$ cat config.mk
export PLATFORM = sky130hd
export DESIGN_NAME = lat_table_loader
export DESIGN_NICKNAME = d
export VERILOG_FILES = /design/src/rtl/lat_table_loader.sv
export SDC_FILE = /design/constraint.sdc
export NUM_CORES = 1
export LEC_CHECK = 0
export CAP_MARGIN = 5
export CORE_MARGIN = 3
export CORE_UTILIZATION = 45
export DETAILED_ROUTE_END_ITERATION = 16
export PLACE_DENSITY = 0.69
export SLEW_MARGIN = 10
export SYNTH_ARGS = -nofsm -noshare
export SYNTH_HDL_FRONTEND = slang
export SYNTH_SLANG_ARGS = --single-unit
$ cat constraint.sdc
create_clock -name clk -period 1.9 [get_ports clk]
set_input_delay 0.38 -clock clk [delete_from_list [all_inputs] [get_ports clk]]
set_output_delay 0.38 -clock clk [all_outputs]
set_load 0.005 [all_outputs]
$ cat src/rtl/lat_table_loader.sv
// Parallel-to-serial loader for the look-at-table core's REG_STATE input: frame in via valid/ready, MSB first out.
// Optional even-parity trailer bit when LOADER_PARITY_EN is defined.
module lat_table_loader #(
  parameter int WIDTH      = 27,
  parameter int BIT_CYCLES = 1
) (
  input  logic             clk,
  input  logic             reset,
  input  logic             load_valid,
  output logic             load_ready,
  input  logic [WIDTH-1:0] load_data,
  input  logic             abort,
  output logic             ser_out,
  output logic             ser_en,
  output logic             done,
  output logic [7:0]       frame_cnt
);

  localparam int CW = (WIDTH > 1) ? $clog2(WIDTH) : 1;
  localparam logic [CW-1:0] LAST_BIT = CW'(WIDTH - 1);
  localparam logic [7:0]    LAST_DIV = 8'(BIT_CYCLES - 1);

`ifdef LOADER_PARITY_EN
  typedef enum logic [1:0] {IDLE = 2'd0, SHIFT = 2'd1, PAR = 2'd2} state_t;

  function automatic logic even_parity(input logic [WIDTH-1:0] v);
    return ^v;
  endfunction
`else
  typedef enum logic [1:0] {IDLE = 2'd0, SHIFT = 2'd1} state_t;
`endif

  state_t           state_q, state_d;
  logic [WIDTH-1:0] shift_q, shift_d;
  logic [CW-1:0]    bit_cnt_q, bit_cnt_d;
  logic [7:0]       div_q, div_d;
  logic             ser_out_q, ser_out_d;
  logic             ser_en_q, ser_en_d;
  logic             done_q, done_d;
  logic             ready_q, ready_d;
  logic [7:0]       frame_cnt_q, frame_cnt_d;
`ifdef LOADER_PARITY_EN
  logic             par_q, par_d;
`endif

  // Next-state and registered-output logic.
  always_comb begin
    state_d     = state_q;
    shift_d     = shift_q;
    bit_cnt_d   = bit_cnt_q;
    div_d       = div_q;
    ser_out_d   = ser_out_q;
    ser_en_d    = ser_en_q;
    done_d      = 1'b0;
    ready_d     = ready_q;
    frame_cnt_d = frame_cnt_q;
`ifdef LOADER_PARITY_EN
    par_d       = par_q;
`endif
    case (state_q)
      IDLE: begin
        ser_out_d = 1'b0;
        ser_en_d  = 1'b0;
        ready_d   = 1'b1;
        if (load_valid && ready_q) begin
          state_d   = SHIFT;
          shift_d   = load_data;
          bit_cnt_d = '0;
          div_d     = 8'd0;
          ser_out_d = load_data[WIDTH-1];
          ser_en_d  = 1'b1;
          ready_d   = 1'b0;
`ifdef LOADER_PARITY_EN
          par_d     = even_parity(load_data);
`endif
        end else begin
          state_d = IDLE;
        end
      end
      SHIFT: begin
        if (abort) begin
          state_d   = IDLE;
          ser_out_d = 1'b0;
          ser_en_d  = 1'b0;
          ready_d   = 1'b1;
        end else if (div_q == LAST_DIV) begin
          div_d = 8'd0;
          if (bit_cnt_q == LAST_BIT) begin
`ifdef LOADER_PARITY_EN
            state_d   = PAR;
            ser_out_d = par_q;
`else
            state_d     = IDLE;
            ser_out_d   = 1'b0;
            ser_en_d    = 1'b0;
            ready_d     = 1'b1;
            done_d      = 1'b1;
            frame_cnt_d = frame_cnt_q + 8'd1;
`endif
          end else begin
            bit_cnt_d = bit_cnt_q + CW'(1);
            shift_d   = {shift_q[WIDTH-2:0], 1'b0};
            ser_out_d = shift_q[WIDTH-2];
          end
        end else begin
          div_d = div_q + 8'd1;
        end
      end
`ifdef LOADER_PARITY_EN
      PAR: begin
        if (abort) begin
          state_d   = IDLE;
          ser_out_d = 1'b0;
          ser_en_d  = 1'b0;
          ready_d   = 1'b1;
        end else if (div_q == LAST_DIV) begin
          state_d     = IDLE;
          div_d       = 8'd0;
          ser_out_d   = 1'b0;
          ser_en_d    = 1'b0;
          ready_d     = 1'b1;
          done_d      = 1'b1;
          frame_cnt_d = frame_cnt_q + 8'd1;
        end else begin
          div_d = div_q + 8'd1;
        end
      end
`endif
      default: begin
        state_d   = IDLE;
        ser_out_d = 1'b0;
        ser_en_d  = 1'b0;
        ready_d   = 1'b1;
      end
    endcase
  end

  // State and output registers with synchronous active-low reset.
  always_ff @(posedge clk) begin
    if (!reset) begin
      state_q     <= IDLE;
      shift_q     <= '0;
      bit_cnt_q   <= '0;
      div_q       <= 8'd0;
      ser_out_q   <= 1'b0;
      ser_en_q    <= 1'b0;
      done_q      <= 1'b0;
      ready_q     <= 1'b1;
      frame_cnt_q <= 8'd0;
`ifdef LOADER_PARITY_EN
      par_q       <= 1'b0;
`endif
    end else begin
      state_q     <= state_d;
      shift_q     <= shift_d;
      bit_cnt_q   <= bit_cnt_d;
      div_q       <= div_d;
      ser_out_q   <= ser_out_d;
      ser_en_q    <= ser_en_d;
      done_q      <= done_d;
      ready_q     <= ready_d;
      frame_cnt_q <= frame_cnt_d;
`ifdef LOADER_PARITY_EN
      par_q       <= par_d;
`endif
    end
  end

  assign load_ready = ready_q;
  assign ser_out    = ser_out_q;
  assign ser_en     = ser_en_q;
  assign done       = done_q;
  assign frame_cnt  = frame_cnt_q;

endmodule

==> flow_metrics.env, run 1 <==
export IMPL_status="complete, no violations"
export IMPL_gp_congestion=0.8009
export IMPL_syn_area_mm2=0.002569
export IMPL_die_area_mm2=0.006650
export IMPL_syn_inst=284
export IMPL_antenna_found_initial=0
export IMPL_pwr_share_seq_pct=49.8
export IMPL_sw_frac_of_total_pct=23.58
export IMPL_grt_total_usage_pct=16.56
export IMPL_critPathKind="reg2reg"
export IMPL_combPwrFrac_pct=16.1
export IMPL_syn_to_final_growth_pct=29.18
export IMPL_drc=0
export IMPL_postCtsSetupBuffers=0
export IMPL_powerDensity_mw_per_mm2=695.8
export IMPL_min_path_type="reg2reg"
export IMPL_slew_headroom_pct=74.38
export IMPL_worstMarginPinSlew_ns=0.3843
export IMPL_synth_seq_cells=51
export IMPL_rsz0062_at_grt="no"
export IMPL_grt_pass1_vias=1985
export IMPL_clk_pin_slew_ns=0.09
export IMPL_clock_latency_ns=0.31
export IMPL_crit_start="div_q[0]"
export IMPL_critPathMaxStageDelay_ns=0.56
export IMPL_final_cell_mix="58 x nand2_1, 50 x dfxtp_1, 41 x clkdlybuf4s50_1"
export IMPL_cts_sinks=51
export IMPL_synthFlopType="dfxtp_1"
export IMPL_layout_commonest_cell="nand2_1"
export IMPL_final_net_count=370
export IMPL_grt_pass1_wl_um=8721
export IMPL_viasPerCell=5.286
export IMPL_path_cells="inv_2 > ha_1 > nor4b_4 > nand4_2 > or4_4 > a21oi_2"
export IMPL_num_rows=26
export IMPL_num_vias=2141
export IMPL_cts_tree="yes"
export IMPL_p_switching_uw=544.5
export IMPL_power_leakage_uw=0.001314
export IMPL_timing_rr_end="frame_cnt[7]"
export IMPL_clock_skew_ns=0.006196
export IMPL_fmax_mhz=558.4
export IMPL_endpoint_kind="register"
export IMPL_synth_seq_area_share_pct=39.75
export IMPL_worstSetupStartpointType="register"
export IMPL_critPathCapture="frame_cnt[7]"
export IMPL_drive_gt1_share_pct=20.00
export IMPL_synth_edff_count=0
export IMPL_initial_core_util_pct=48.44
export IMPL_clk_path_buf_depth=2
export IMPL_drt_wl_total_um=5120
export IMPL_die_x_um=81.55
export IMPL_ff2ff_path_depth=6
export IMPL_postLayoutCoreUtil_pct=62.58
export IMPL_clockRootBuffer="clkbuf_8"
export IMPL_h_tree_depth=2
export IMPL_fin_setup_tns_ns=0
export IMPL_path_max_fanout=6
export IMPL_r2r_start="div_q[0]"
export IMPL_overflow=0
export IMPL_worstPathRequired_ns=2.15
export IMPL_setup_violations=0
export IMPL_wire_per_inst_um=12.64
export IMPL_syn_mean_instance_area_um2=9.045
export IMPL_dpl_hpwl_um=3640
export IMPL_die_y_um=81.55
export IMPL_peakVddDrop_uv=440.0
export IMPL_firstDrtPassIters=4
export IMPL_setup_ws_ns=0.1093
export IMPL_antenna_left=0
export IMPL_hold_viol=0
export IMPL_coreArea_mm2=0.005303
export IMPL_antenna_cells=0
export IMPL_place_ws_ns=-0.04247
export IMPL_reg2reg_slack_ns=0.11
export IMPL_fin_crit_sh_pct=94.25
export IMPL_maxCapViolCount=0
export IMPL_synthArstFlopShare_pct=0
export IMPL_yosys_warnings=0
export IMPL_clkPwrFrac_pct=34.1
export IMPL_ys_types=41
export IMPL_drv_slew=0
export IMPL_crit_slowest_cell="or4_4"
export IMPL_p_int_uw=1764
export IMPL_min_period_ns=1.791
export IMPL_crit_arrival_ns=2.04
export IMPL_grt_max_degree=63
export IMPL_cts_buffers=5
export IMPL_synth_nets=320
export IMPL_drt_iter0_markers=75
export IMPL_pin_count=43
export IMPL_portBuffers=42
[logic make-up (layout without fill, tap and decap cells)]
| logic type | count (synthesis) | in the layout | synth area share (%) |
|---|---|---|---|
| xor gates and xnor gates | 2 | 2 | 0.6821 |
| and+or+nand+nor | 108 | 108 | 21.09 |
| buffers and inverters | 24 | 75 | 3.751 |
| adders and majority gates | 5 | 5 | 2.435 |
| DFF | 51 | 51 | 39.75 |
| muxes | 53 | 53 | 21.87 |
| AOI/OAI and AO/OA | 41 | 41 | 10.42 |
[synth_stat cells (all sizes together) (2+ instances only)]
| library cell | n | area (um^2) |
|---|---|---|
| o21ai | 4 | 20.02 |
| dfxtp | 51 | 1021 |
| nand3 | 6 | 30.03 |
| mux2 | 25 | 281.5 |
| mux2i | 28 | 280.3 |
| o211ai | 2 | 15.01 |
| xor2 | 2 | 17.52 |
| nand3b | 4 | 30.03 |
| nor2 | 8 | 30.03 |
| a31o | 4 | 35.03 |
| a31oi | 4 | 25.02 |
| ha | 5 | 62.56 |
| o31ai | 4 | 30.03 |
| clkbuf | 12 | 45.04 |
| nand2b | 3 | 18.77 |
| nor3 | 7 | 40.04 |
| o41ai | 2 | 17.52 |
| nand4 | 4 | 31.28 |
| a21oi | 15 | 75.07 |
| nor4 | 2 | 12.51 |
| inv | 5 | 18.77 |
| or4 | 4 | 30.03 |
| nand2 | 58 | 217.7 |
| buf | 7 | 32.53 |
| or3 | 5 | 31.28 |
[per-layer routing]
layer | GRT usage [%] | wire [um] | vias to the layer above | share of wire [%]
met4 | 7.601 | 108 | 0 | 2.1
met2 | 26.22 | 2328 | 42 | 45
li1 | - | - | 1111 | -
met1 | 21.02 | 2413 | 978 | 47
met3 | 4.276 | 269 | 10 | 5.3
met5 | 0 | 0 | - | 0
[power by group through the flow]
stage                     sequential (uW)  combinational (uW)  clock (uW)
after detailed placement             1170                 372           0
after floorplan                      1170                 231           0
after global routing                 1160                 407         854
after global placement               1170                 369           0
after CTS                            1150                 374         812
final                                1150                 371         787
[layout make-up]
| class | count | area [um^2] |
|---|---|---|
| Clock inverter | 2 | 35.03 |
| Clock buffer | 6 | 82.58 |
| Sequential cell | 51 | 1022 |
| Timing Repair Buffer | 62 | 598.1 |
| Tap cell | 70 | 87.58 |
| Inverter | 5 | 18.77 |
| Multi-Input combinational cell | 209 | 1474 |
| Fill cell | 457 | 1984 |
[state kept, by name (all words and copies together) (netlist names)]
register,count
ser_en,1
ser_out,1
frame_cnt,8
load_ready,1
done,1
div_q,8
bit_cnt_q,5
shift_q,26
[what timing repair did]
item | in CTS | in global routing
hold buffers | 0 | 0
setup endpoints to repair | 0 | 19
resized for setup | 0 | 6
[how the worst min path moves through the flow]
stage / start / to / slack, ns / depth (start not counted)
CTS: shift_q[8] / shift_q[8] / 0.47 / 2
global route: shift_q[11] / shift_q[11] / 0.49 / 2
finish: shift_q[8] / shift_q[8] / 0.46 / 2
global placement: shift_q[17] / shift_q[17] / 0.44 / 2
floorplan: shift_q[10] / shift_q[10] / 0.43 / 2
detailed placement: shift_q[22] / shift_q[22] / 0.45 / 2
[worst max-delay path: cells and delay by family (launching register included)]
kind                     cells  cell delay, ns
buffers and inverters        1            0.07
AO/OA/AOI/OAI                1            0.14
AND/OR/NAND/NOR              3            1.01
flip-flops                   1            0.34
adder cells (fa/ha/maj)      1            0.17
[per-stage QoR]
stage               area (um^2)  instances  hold slack (ns)  total power (uW)
finish                     3318        405           0.4592              2309
global route               3318        405           0.4857              2420
CTS                        3302        405           0.4656              2337
detailed placement         3184        397           0.4490              1547
global placement           3184        397           0.4426              1543
floorplan                  2569        284           0.4346              1399
Note: power is estimated with default switching activity, not from simulation.
==> run 2, diff against run 1 <==
- CORE_UTILIZATION: 45 -> 35
- CTS_CLUSTER_DIAMETER: default -> 80
- PLACE_DENSITY: 0.69 -> default
- SKIP_CTS_REPAIR_TIMING: default -> 1
==> flow_metrics.env, run 2 (synthesized netlist as in run 1, its figures left out) <==
export IMPL_status="complete, no violations"
export IMPL_die_y_um=91.67
export IMPL_grt_pass1_wl_um=9080
export IMPL_path_max_fanout=8
export IMPL_final_cell_mix="58 x nand2_1, 50 x dfxtp_1, 41 x clkdlybuf4s50_1"
export IMPL_pin_count=43
export IMPL_drive_gt1_share_pct=21.66
export IMPL_cts_tree="yes"
export IMPL_peakVddDrop_uv=316.6
export IMPL_grt_max_degree=38
export IMPL_clkPwrFrac_pct=32.8
export IMPL_num_vias=2167
export IMPL_drt_iter0_markers=89
export IMPL_cts_sinks=51
export IMPL_h_tree_depth=2
export IMPL_clockRootBuffer="clkbuf_8"
export IMPL_maxCapViolCount=0
export IMPL_die_x_um=91.67
export IMPL_viasPerCell=5.005
export IMPL_grtUsageMet2_pct=20.21
export IMPL_grt_pass1_vias=1990
export IMPL_busiest_layer="met2"
export IMPL_critPathKind="reg2reg"
export IMPL_combPwrFrac_pct=16.2
export IMPL_coreArea_mm2=0.006944
export IMPL_largest_reg_flops=26
export IMPL_place_inst=424
export IMPL_endpoint_kind="register"
export IMPL_regMostFlops="shift_q"
export IMPL_die_area_mm2=0.008403
export IMPL_postLayoutCoreUtil_pct=48.63
export IMPL_min_period_ns=1.774
export IMPL_layout_commonest_cell="nand2_1"
export IMPL_worstMarginPinSlew_ns=0.4090
export IMPL_setup_ws_ns=0.1256
export IMPL_dpl_hpwl_um=3846
export IMPL_drv_slew=0
export IMPL_portBuffers=42
export IMPL_p_switching_uw=540.7
export IMPL_pwr_share_seq_pct=51.0
export IMPL_cts_buffers=5
export IMPL_grt_total_usage_pct=12.92
export IMPL_sw_frac_of_total_pct=23.96
export IMPL_clock_latency_ns=0.30
export IMPL_clk_path_buf_depth=2
export IMPL_wire_per_inst_um=12.47
export IMPL_hold_viol=0
export IMPL_final_net_count=373
export IMPL_worstPathRequired_ns=2.14
export IMPL_fin_crit_sh_pct=93.39
export IMPL_fmax_mhz=563.6
export IMPL_min_path_type="reg2reg"
export IMPL_finalNonFillerCells=433
export IMPL_use_met3_pct=3.610
export IMPL_worstSetupStartpointType="register"
export IMPL_drc=0
export IMPL_num_rows=30
export IMPL_p_int_uw=1716
export IMPL_gp_congestion=0.7979
export IMPL_powerDensity_mw_per_mm2=668.1
export IMPL_antenna_left=0
export IMPL_drt_wl_total_um=5401
export IMPL_overflow=0
export IMPL_antenna_cells=0
export IMPL_syn_to_final_growth_pct=31.47
export IMPL_slew_headroom_pct=72.74
export IMPL_place_ws_ns=-0.09300
export IMPL_setup_violations=0
export IMPL_gr_usage_met1_pct=17.62
export IMPL_antenna_found_initial=0
export IMPL_power_leakage_uw=0.001321
export IMPL_clock_skew_ns=0.006146
export IMPL_clk_pin_slew_ns=0.09
export IMPL_firstDrtPassIters=4
export IMPL_initial_core_util_pct=36.99
export IMPL_crit_arrival_ns=2.02
## run 2: cell count changes in the layout (fill, tap and decap cells not counted), moves of 2 or more
cell,before,now
buf_4,16,21
buf_12,2,0
o41ai_1,2,0
o41ai_2,0,2
## run 2: area by class of cell
class | instances | area [um^2]
well taps | 96 | 120.1
repair buffers | 65 | 595.6
clock inverters | 2 | 37.54
fillers | 655 | 3567
clock buffers | 5 | 68.82
multi-input cells | 209 | 1514
inverters | 5 | 18.77
flip-flops and latches | 51 | 1022
## run 2: layer usage
metal	vias to the layer above	share of wire, %
met5	-	0
met4	0	1.0
met3	6	6.0
met2	50	43
met1	996	50
li1	1115	-
## run 2: through the flow
stage	area, um^2	total power (uW)	hold slack (ns)	setup TNS, ns
4_1_cts	3306	2282	0.4638	-0.05709
3_5_place_dp	3199	1538	0.4481	-0.4964
3_3_place_gp	3199	1533	0.4408	-0.1752
2_1_floorplan	2569	1399	0.4346	0
6_report	3377	2256	0.4612	0
5_1_grt	3377	2368	0.4787	-0.01757
## run 2: worst paths after layout
check | slack, ns | startpoint | to | cells after the start
setup / recovery | 0.13 | div_q[0] | frame_cnt[7] | 6
setup reg to reg | 0.13 | div_q[0] | frame_cnt[7] | 6
hold / removal | 0.46 | shift_q[19] | shift_q[19] | 2
hold reg to reg | 0.46 | shift_q[19] | shift_q[19] | 2
## run 2: power by group through the flow
stage / logic (uW) / registers [uW] / clock network [uW]
2_1_floorplan: 231 / 1170 / 0
3_3_place_gp: 359 / 1170 / 0
3_5_place_dp: 363 / 1170 / 0
4_1_cts: 365 / 1150 / 767
5_1_grt: 406 / 1160 / 803
6_report: 366 / 1150 / 740
## run 2: critical path, stage by stage (launching register included)
cell and delay, ns:
dfxtp_2 0.34, inv_2 0.09, ha_4 0.14, nor4b_4 0.28, nand4_4 0.20, or4_1 0.53
a21oi_1 0.14
==> run 3, diff against run 2 <==
- CORE_UTILIZATION: 35 -> 53
- PLACE_DENSITY: default -> 0.8
- clock period: 1.9 -> 1.97 ns (I/O delays scaled with it)
==> flow_metrics.env, run 3 (synthesized netlist as in run 1, its figures left out) <==
export IMPL_status="complete, no violations"
export IMPL_fin_area_mm2=0.003218
export IMPL_crit_arrival_ns=2.06
export IMPL_endpoint_kind="register"
export IMPL_grt_pass1_wl_um=8811
export IMPL_gp_congestion=0.8546
export IMPL_maxCapViolCount=0
export IMPL_place_inst=377
export IMPL_dpl_hpwl_um=3857
export IMPL_clock_skew_ns=0.006916
export IMPL_worstSetupStartpointType="register"
export IMPL_viasPerCell=5.683
export IMPL_fmax_mhz=543.9
export IMPL_syn_to_final_growth_pct=25.28
export IMPL_rsz0062_at_grt="no"
export IMPL_final_net_count=368
export IMPL_grt_total_usage_pct=19.97
export IMPL_die_y_um=75.62
export IMPL_postPlaceCellArea_mm2=0.003134
export IMPL_min_period_ns=1.838
export IMPL_postLayoutCoreUtil_pct=71.44
export IMPL_worstMarginPinSlew_ns=0.4019
export IMPL_hold_slack_ns=0.4653
export IMPL_drt_wl_total_um=5312
export IMPL_portBuffers=42
export IMPL_drv_slew=0
export IMPL_power_leakage_uw=0.001280
export IMPL_finalNonFillerCells=385
export IMPL_overflow=0
export IMPL_drt_iter0_markers=101
export IMPL_cts_sinks=51
export IMPL_regArea_mm2=0.001021
export IMPL_antenna_cells=0
export IMPL_grt_max_degree=63
export IMPL_clockRootBuffer="clkbuf_8"
export IMPL_setup_violations=0
export IMPL_p_int_uw=1525
export IMPL_cts_tree="yes"
export IMPL_grt_pass1_vias=2002
export IMPL_slew_headroom_pct=73.20
export IMPL_regMostFlops="shift_q"
export IMPL_cts_buffers=5
export IMPL_worstPathRequired_ns=2.20
export IMPL_multi_input_area_mm2=0.001466
export IMPL_path_max_fanout=9
export IMPL_powerDensity_mw_per_mm2=637.9
export IMPL_min_path_type="reg2reg"
export IMPL_wire_per_inst_um=13.80
export IMPL_clock_latency_ns=0.31
export IMPL_die_x_um=75.62
export IMPL_layout_commonest_cell="nand2_1"
export IMPL_nFillCells=359
export IMPL_num_vias=2188
export IMPL_sw_frac_of_total_pct=25.73
export IMPL_clkPwrFrac_pct=28.8
export IMPL_fin_crit_sh_pct=93.32
export IMPL_pin_count=43
export IMPL_combPwrFrac_pct=17.1
export IMPL_hold_viol=0
export IMPL_h_tree_depth=2
export IMPL_firstDrtPassIters=4
export IMPL_critPathKind="reg2reg"
export IMPL_initial_core_util_pct=57.03
export IMPL_p_switching_uw=528.2
export IMPL_coreArea_mm2=0.004504
export IMPL_largest_reg_flops=26
export IMPL_pwr_share_seq_pct=54.1
export IMPL_num_rows=24
export IMPL_drc=0
export IMPL_final_cell_mix="58 x nand2_1, 51 x dfxtp_1, 41 x clkdlybuf4s50_1"
export IMPL_clk_pin_slew_ns=0.09
export IMPL_clk_path_buf_depth=2
export IMPL_drive_gt1_share_pct=18.32
export IMPL_peakVddDrop_uv=392.5
export IMPL_die_area_mm2=0.005718
export IMPL_antenna_left=0
export IMPL_antenna_found_initial=0
==> run 3: cell count changes in the layout (fill, tap and decap cells not counted), sizes merged <==
cell / delta
clkinv: +3
bufinv: -1
buf: -5
clkinvlp: -1
==> run 3: final timing paths <==
path	start	to	slack (ns)	cells after the start
worst max-delay path	div_q[0]	shift_q[2]	0.13	7
worst min-delay path	shift_q[9]	shift_q[9]	0.47	2
worst max register to register	div_q[0]	shift_q[2]	0.13	7
worst min register to register	shift_q[9]	shift_q[9]	0.47	2
==> run 3: through the flow <==
stage	total power, uW	setup TNS, ns	setup slack [ns]
final	2053	0	0.1315
after CTS	2064	0	0.1323
after detailed placement	1485	-0.3315	-0.07800
after global placement	1475	0	0.02193
after global routing	2144	0	0.001312
after floorplan	1349	0	0.2728
==> run 3: layout make-up <==
cell class,count,share of cell area (%)
clock buffer,5,2.138
clock inverter,3,0.4666
inverter,5,0.5832
multi-input combinational,209,45.57
sequential,51,31.73
tap,52,2.022
timing repair buffer,60,17.50
==> run 3: critical path, stage by stage (launching register included) <==
cell and delay (ns):
dfxtp_1 0.36, inv_1 0.08, ha_1 0.22, nor4b_4 0.14, buf_4 0.17, a31oi_4 0.30, buf_4 0.26, mux2i_1 0.23
==> run 3: metal layers <==
layer	vias up	share of wire, %	routed length (um)	track usage [%]
li1	1110	-	-	-
met1	1005	47	2522	26.02
met2	67	46	2457	32.41
met3	6	5.1	270	4.354
met4	0	1.1	61	7.573
met5	-	0	0	0
==> run 3: power groups by stage <==
stage / sequential, uW / combinational, uW / clock (uW)
floorplan: 1130 / 223 / 0
global placement: 1130 / 342 / 0
detailed placement: 1130 / 350 / 0
CTS: 1110 / 354 / 599
global route: 1120 / 382 / 645
finish: 1110 / 351 / 591
